[config.mk]
export PLATFORM = sky130hd
export DESIGN_NAME = interval_timer
export DESIGN_NICKNAME = d
export VERILOG_FILES = /design/src/rtl/traffic_pkg.sv /design/src/rtl/tick_gen.sv /design/src/rtl/interval_timer.sv
export SDC_FILE = /design/constraint.sdc
export NUM_CORES = 1
export LEC_CHECK = 0
export ABC_AREA = 1
export CAP_MARGIN = 15
export CORE_MARGIN = 5
export CORE_UTILIZATION = 60
export DETAILED_ROUTE_END_ITERATION = 10
export GPL_ROUTABILITY_DRIVEN = 1
export PLACE_DENSITY_LB_ADDON = 0.15
export SLEW_MARGIN = 20
export SYNTH_ARGS = -nofsm -noshare
export SYNTH_HDL_FRONTEND = slang
export SYNTH_SLANG_ARGS = --single-unit
[constraint.sdc]
create_clock -name clk -period 3.1 [get_ports clk]
set_input_delay 0.465 -clock clk [delete_from_list [all_inputs] [get_ports clk]]
set_output_delay 0.465 -clock clk [all_outputs]
set_load 0.02 [all_outputs]
[src/rtl/traffic_pkg.sv]
// Shared codes, defaults and timer state type for the traffic-light controller and its interval timer.
// Latency: n/a (types and a pure function only).
// Backpressure: n/a.
package traffic_pkg;

    typedef enum logic [1:0] {
        T_BASE    = 2'b00,
        T_EXT     = 2'b01,
        T_YEL     = 2'b10,
        T_BASE_X2 = 2'b11
    } interval_t;

    typedef enum logic [1:0] {
        SEL_BASE = 2'b00,
        SEL_EXT  = 2'b01,
        SEL_YEL  = 2'b10,
        SEL_NONE = 2'b11
    } selector_t;

    localparam int unsigned DEFAULT_BASE = 6;
    localparam int unsigned DEFAULT_EXT  = 3;
    localparam int unsigned DEFAULT_YEL  = 2;

    typedef enum logic {
        IDLE = 1'b0,
        RUN  = 1'b1
    } timer_state_t;

    typedef struct packed {
        logic [3:0] base;
        logic [3:0] ext;
        logic [3:0] yel;
    } time_params_t;

    // 5 bits so that 2 x 15 s fits without wrapping.
    function automatic logic [4:0] load_value(input interval_t code, input time_params_t p);
        logic [4:0] v;
        v = {1'b0, p.base};
        case (code)
            T_BASE:    v = {1'b0, p.base};
            T_EXT:     v = {1'b0, p.ext};
            T_YEL:     v = {1'b0, p.yel};
            T_BASE_X2: v = {p.base, 1'b0};
            default:   v = {1'b0, p.base};
        endcase
        return v;
    endfunction

endpackage

[src/rtl/tick_gen.sv]
// Seconds prescaler: counts 0..TICK_CYCLES-1 while enabled, synchronous clear back to 0.
// Latency: o_tick is combinational from the count, high in the last cycle of each period.
// Backpressure: none; i_clr overrides i_en and suppresses the tick.
module tick_gen #(
    parameter int unsigned TICK_CYCLES = 100_000_000
) (
    input  logic clk,
    input  logic rst_n,
    input  logic i_clr,
    input  logic i_en,
    output logic o_tick
);

    localparam int unsigned W = $clog2(TICK_CYCLES);
    localparam logic [W-1:0] LAST = W'(TICK_CYCLES - 1);

    logic [W-1:0] r_cnt;
    logic         w_wrap;

    assign w_wrap = (r_cnt == LAST);

    always_ff @(posedge clk or negedge rst_n) begin
        if (!rst_n) begin
            r_cnt <= '0;
        end else if (i_clr) begin
            r_cnt <= '0;
        end else if (i_en) begin
            r_cnt <= w_wrap ? '0 : r_cnt + 1'b1;
        end
    end

    assign o_tick = i_en && !i_clr && w_wrap;

endmodule

[src/rtl/interval_timer.sv]
// Whole-second countdown timer with programmable base/ext/yellow times; optional `remaining` via INTERVAL_TIMER_REMAIN_EN.
// Latency: busy one edge after start_timer; expired pulses the cycle after edge start + N*TICK_CYCLES.
// Backpressure: none; Prog_Sync aborts, start_timer restarts, both override the running count.
module interval_timer
    import traffic_pkg::*;
#(
    parameter int unsigned TICK_CYCLES = 100_000_000,
    parameter int unsigned DEF_BASE    = DEFAULT_BASE,
    parameter int unsigned DEF_EXT     = DEFAULT_EXT,
    parameter int unsigned DEF_YEL     = DEFAULT_YEL
) (
    input  logic       clk,
    input  logic       Reset_n,
    input  logic [1:0] interval,
    input  logic       start_timer,
    input  logic       Prog_Sync,
    input  logic [1:0] Selector,
    input  logic [3:0] Time_Value,
`ifdef INTERVAL_TIMER_REMAIN_EN
    output logic [4:0] remaining,
`endif
    output logic       expired,
    output logic       busy
);

    localparam logic [3:0] W_DEF_BASE = 4'(DEF_BASE);
    localparam logic [3:0] W_DEF_EXT  = 4'(DEF_EXT);
    localparam logic [3:0] W_DEF_YEL  = 4'(DEF_YEL);

    time_params_t r_par;
    timer_state_t r_state;
    logic [4:0]   r_count;
    logic         r_expired;
    logic         r_busy;

    logic [4:0]   w_load;
    logic         w_tick;
    logic         w_presc_clr;
    logic         w_running;

    assign w_load      = load_value(interval_t'(interval), r_par);
    assign w_running   = (r_state == RUN);
    // Any load, abort or idle cycle restarts the prescaler so each second is full length.
    assign w_presc_clr = Prog_Sync || start_timer || !w_running;

    tick_gen #(
        .TICK_CYCLES(TICK_CYCLES)
    ) u_tick_gen (
        .clk   (clk),
        .rst_n (Reset_n),
        .i_clr (w_presc_clr),
        .i_en  (w_running),
        .o_tick(w_tick)
    );

    always_ff @(posedge clk or negedge Reset_n) begin
        if (!Reset_n) begin
            r_par <= '{base: W_DEF_BASE, ext: W_DEF_EXT, yel: W_DEF_YEL};
        end else if (Prog_Sync) begin
            case (selector_t'(Selector))
                SEL_BASE: r_par.base <= (Time_Value == 4'd0) ? W_DEF_BASE : Time_Value;
                SEL_EXT:  r_par.ext  <= (Time_Value == 4'd0) ? W_DEF_EXT  : Time_Value;
                SEL_YEL:  r_par.yel  <= (Time_Value == 4'd0) ? W_DEF_YEL  : Time_Value;
                default:  r_par      <= r_par;
            endcase
        end
    end

    always_ff @(posedge clk or negedge Reset_n) begin
        if (!Reset_n) begin
            r_state   <= IDLE;
            r_count   <= '0;
            r_expired <= 1'b0;
            r_busy    <= 1'b0;
        end else begin
            r_expired <= 1'b0;
            if (Prog_Sync) begin
                r_state <= IDLE;
                r_count <= '0;
                r_busy  <= 1'b0;
            end else if (start_timer) begin
                r_state <= RUN;
                r_count <= w_load;
                r_busy  <= 1'b1;
            end else if (w_running && w_tick) begin
                if (r_count <= 5'd1) begin
                    r_state   <= IDLE;
                    r_count   <= '0;
                    r_busy    <= 1'b0;
                    r_expired <= 1'b1;
                end else begin
                    r_count <= r_count - 5'd1;
                end
            end
        end
    end

    assign expired = r_expired;
    assign busy    = r_busy;

`ifdef INTERVAL_TIMER_REMAIN_EN
    assign remaining = r_count;
`endif

endmodule

==> results.md <==
* Count leader, synth: nand2_1
* Final Max Tran Viols at 0
* R2R setup slack at 1.49 ns
* Fin nets at 431
* Final cell count without fillers at 469
* Clock root cell: clkbuf_8
* Max-Slew Margin vs Limit at 57.03%
* Final setup viols at 0
* Crit path capture type: register
* Status: complete, no violations
* Crit path DAT at 1.96 ns
* Warnings from Yosys at 0
* P per Cell Area at 409.6 nW/um2
* Synthesized area per cell at 7.012 um2
* Clk_lat worst skew at 0.31 ns
* Htree depth at 2
* Worst R2R Start: u_tick_gen.r_cnt[0]$_DFFE_PN0P_
* Gpl congestion at 0.9359
* TritonCTS clock tree: built
* Ys async rst share at 100.0%
* Post-CTS Hold Fix Bufs at 0
* Worst EP required at 3.34 ns
* Port buffer count at 13
* Max-cap viol count at 0
* TritonRoute pass-1 iters at 4
* DR vias at 2,463
* Post-DRT Antenna Nets at 0
* Final Cycle Share at 55.56%
* Share of the synthesized area in the top cell type at 36.85%
* Endpoints failing hold at 0
* Die boundary height at 78.12 um
* CTS sink cnt at 46
* Simple-gate share of the synthesized area at 40.90%
* Iteration-0 DRC Markers at 168
* Row Count at 24
* Largest net degree at the start of global routing at 47
* Core Region at 4414 um2
* Tot GR Track Use at 21.24%
* Starting Density at 63.07%
* Sum Neg Setup Slack at 0 ns
* Post-route minimum period at 1.722 ns
* Worst-path clk slew at 0.10 ns
* R2R depth at 8
* Fraction of synthesized area in multiplexers at 0.4045%
* Mapped Area at 2784 um2
* Area contributors post-synth: dfrtp_1 (37%), nand2_1 (16%), nor2_1 (10%)
* Placed Cells at 461
* Die Width at 78.12 um
* DP HPWL at 4500 um
* Main combinational cell family by area after synthesis: simple AND/OR/NAND/NOR gates
* Diodes inserted at 0
* Pwr Total at 1.258 mW
* Setup CP Type: primary input to register
* Worst-case clock buffer depth at 2
* Synth Register Bits at 46
* Xor/xnor cell area share of the yosys netlist at 3.461%
* Maximum vdd drop at 0.3648 mV
* RSZ-0062 raised after global routing: false
* Die Footprint at 6102 um2
* Highest clock rate at 580.6 MHz
* Total CTS buffers at 5
* Adder-cell share of the synthesized area at 1.348%
* RR Endpoint: u_tick_gen.r_cnt[16]$_DFFE_PN0P_
* Total I/O pin count at 14
* Compound-cell area share of the yosys netlist at 5.303%
* Post-CTS setup buffer count at 0
* Syn Inst Count at 397
* Routed len/inst at 12.53 um
* Fraction of layout cells with a size suffix above 1 at 10.07%
* CTS resizes at 0
* First-pass GRT wire length at 10,600 um
* Crit path max fanout at 13
* Synth area leader: dfrtp_1
* FILL cells at 403
* Clk_skew at 0.009982 ns
* Initial antenna violation count at 0
* Hold WC Path Type: primary input to async pin
* Avg Vias per Cell at 5.252
* Total grt overflow at 0
* Post-Synthesis Net Count at 412
* Synth cell types at 27
* Vias in the first global route at 2,440
* Main synth FF type: dfrtp_1
* Register area share after synthesis at 41.57%
* WHS at 0.1432 ns
* DRC viols at 0
* Final core occ at 69.56%
* Post-synth top cells: nand2_1 (115), nor2_1 (75), inv_1 (47)
* Area grow syn2layout at 10.29%
* Routed WL at 5876 um
* Post-synth EDFFs at 0
* Leak at 1.351 nW
* Startpoint Class: primary input
* Slew @ Worst Pin at 0.6396 ns
-- routing by layer --
metal  global-route usage, %  share of wire [%]  vias to the layer above
met5                       0                  0                        -
met3                   3.318                4.4                        6
met4                   7.432                1.3                        0
met1                   29.13                 49                     1126
met2                   34.19                 45                       51
li1                        -                  -                     1280
-- worst max-delay path by stage --
stage                                    start                               end  slack [ns]  depth (start not counted)
3_5_place_dp                         Prog_Sync  u_tick_gen.r_cnt[17]$_DFFE_PN0P_        1.04                          8
6_report                             Prog_Sync  u_tick_gen.r_cnt[17]$_DFFE_PN0P_        1.38                          8
2_1_floorplan  u_tick_gen.r_cnt[0]$_DFFE_PN0P_  u_tick_gen.r_cnt[15]$_DFFE_PN0P_        1.71                          8
5_1_grt                              Prog_Sync  u_tick_gen.r_cnt[17]$_DFFE_PN0P_        1.23                          8
3_3_place_gp                         Prog_Sync  u_tick_gen.r_cnt[26]$_DFFE_PN0P_        1.16                          8
4_1_cts                              Prog_Sync  u_tick_gen.r_cnt[17]$_DFFE_PN0P_        1.35                          8
-- where the power goes --
group / switching [mW] / internal, mW
clock network: 0.228 / 0.169
registers: 0.0319 / 0.649
logic: 0.111 / 0.0698
total: 0.370 / 0.887
-- stage by stage --
| stage | cell area, um2 | worst slack [ns] |
|---|---|---|
| floorplan | 2784 | 1.712 |
| global placement | 2970 | 1.158 |
| detailed placement | 2970 | 1.044 |
| CTS | 3068 | 1.349 |
| global route | 3070 | 1.226 |
| finish | 3070 | 1.378 |
-- worst max-delay path, stage by stage --
cell and delay (ns):
clkdlybuf4s50_1 0.43, inv_2 0.10, nand2_1 0.11, nor2_4 0.17
inv_2 0.15, nor2_2 0.31, nand2_1 0.10, nor2_1 0.11
-- layout by cell type, fill, tap and decap left out, types with 2 or more instances in the layout --
cell,count
nand2_4,2
nand2_1,115
nand2_2,3
xor2_1,3
clkdlybuf4s50_1,12
inv_2,4
ha_1,3
nand3_1,32
o21ai_0,17
nor2_4,6
nand3_2,2
nor4_1,2
clkbuf_8,5
dfrtp_1,41
dfstp_2,5
nor2_1,75
nor2_2,8
a21oi_1,7
nand4_1,5
xnor2_1,8
nor3_1,5
inv_1,47
-- cell families after synthesis --
family                     after synthesis
xor gates and xnor gates                11
AOI/OAI and AO/OA                       28
adders and majority gates                3
DFF                                     46
buffers and inverters                   52
and+or+nand+nor                        256
muxes                                    1
-- area by class of cell --
cell class                 count  area, um2  share of cell area, %
clock buffer                   5      68.82                  2.241
timing repair buffer          13      127.6                  4.156
multi-input combinational    299       1431                  46.62
tap                           52      65.06                  2.119
inverter                      51      191.4                  6.235
clock inverter                 3      28.78                 0.9372
sequential                    46       1157                  37.69
-- flip-flops by register name, summed over array words and instances (netlist names) --
register and flops:
busy 1, r_count 5, expired 1, r_par 12
u_tick_gen.r_cnt 27
Power figures use the tool's default switching activity.
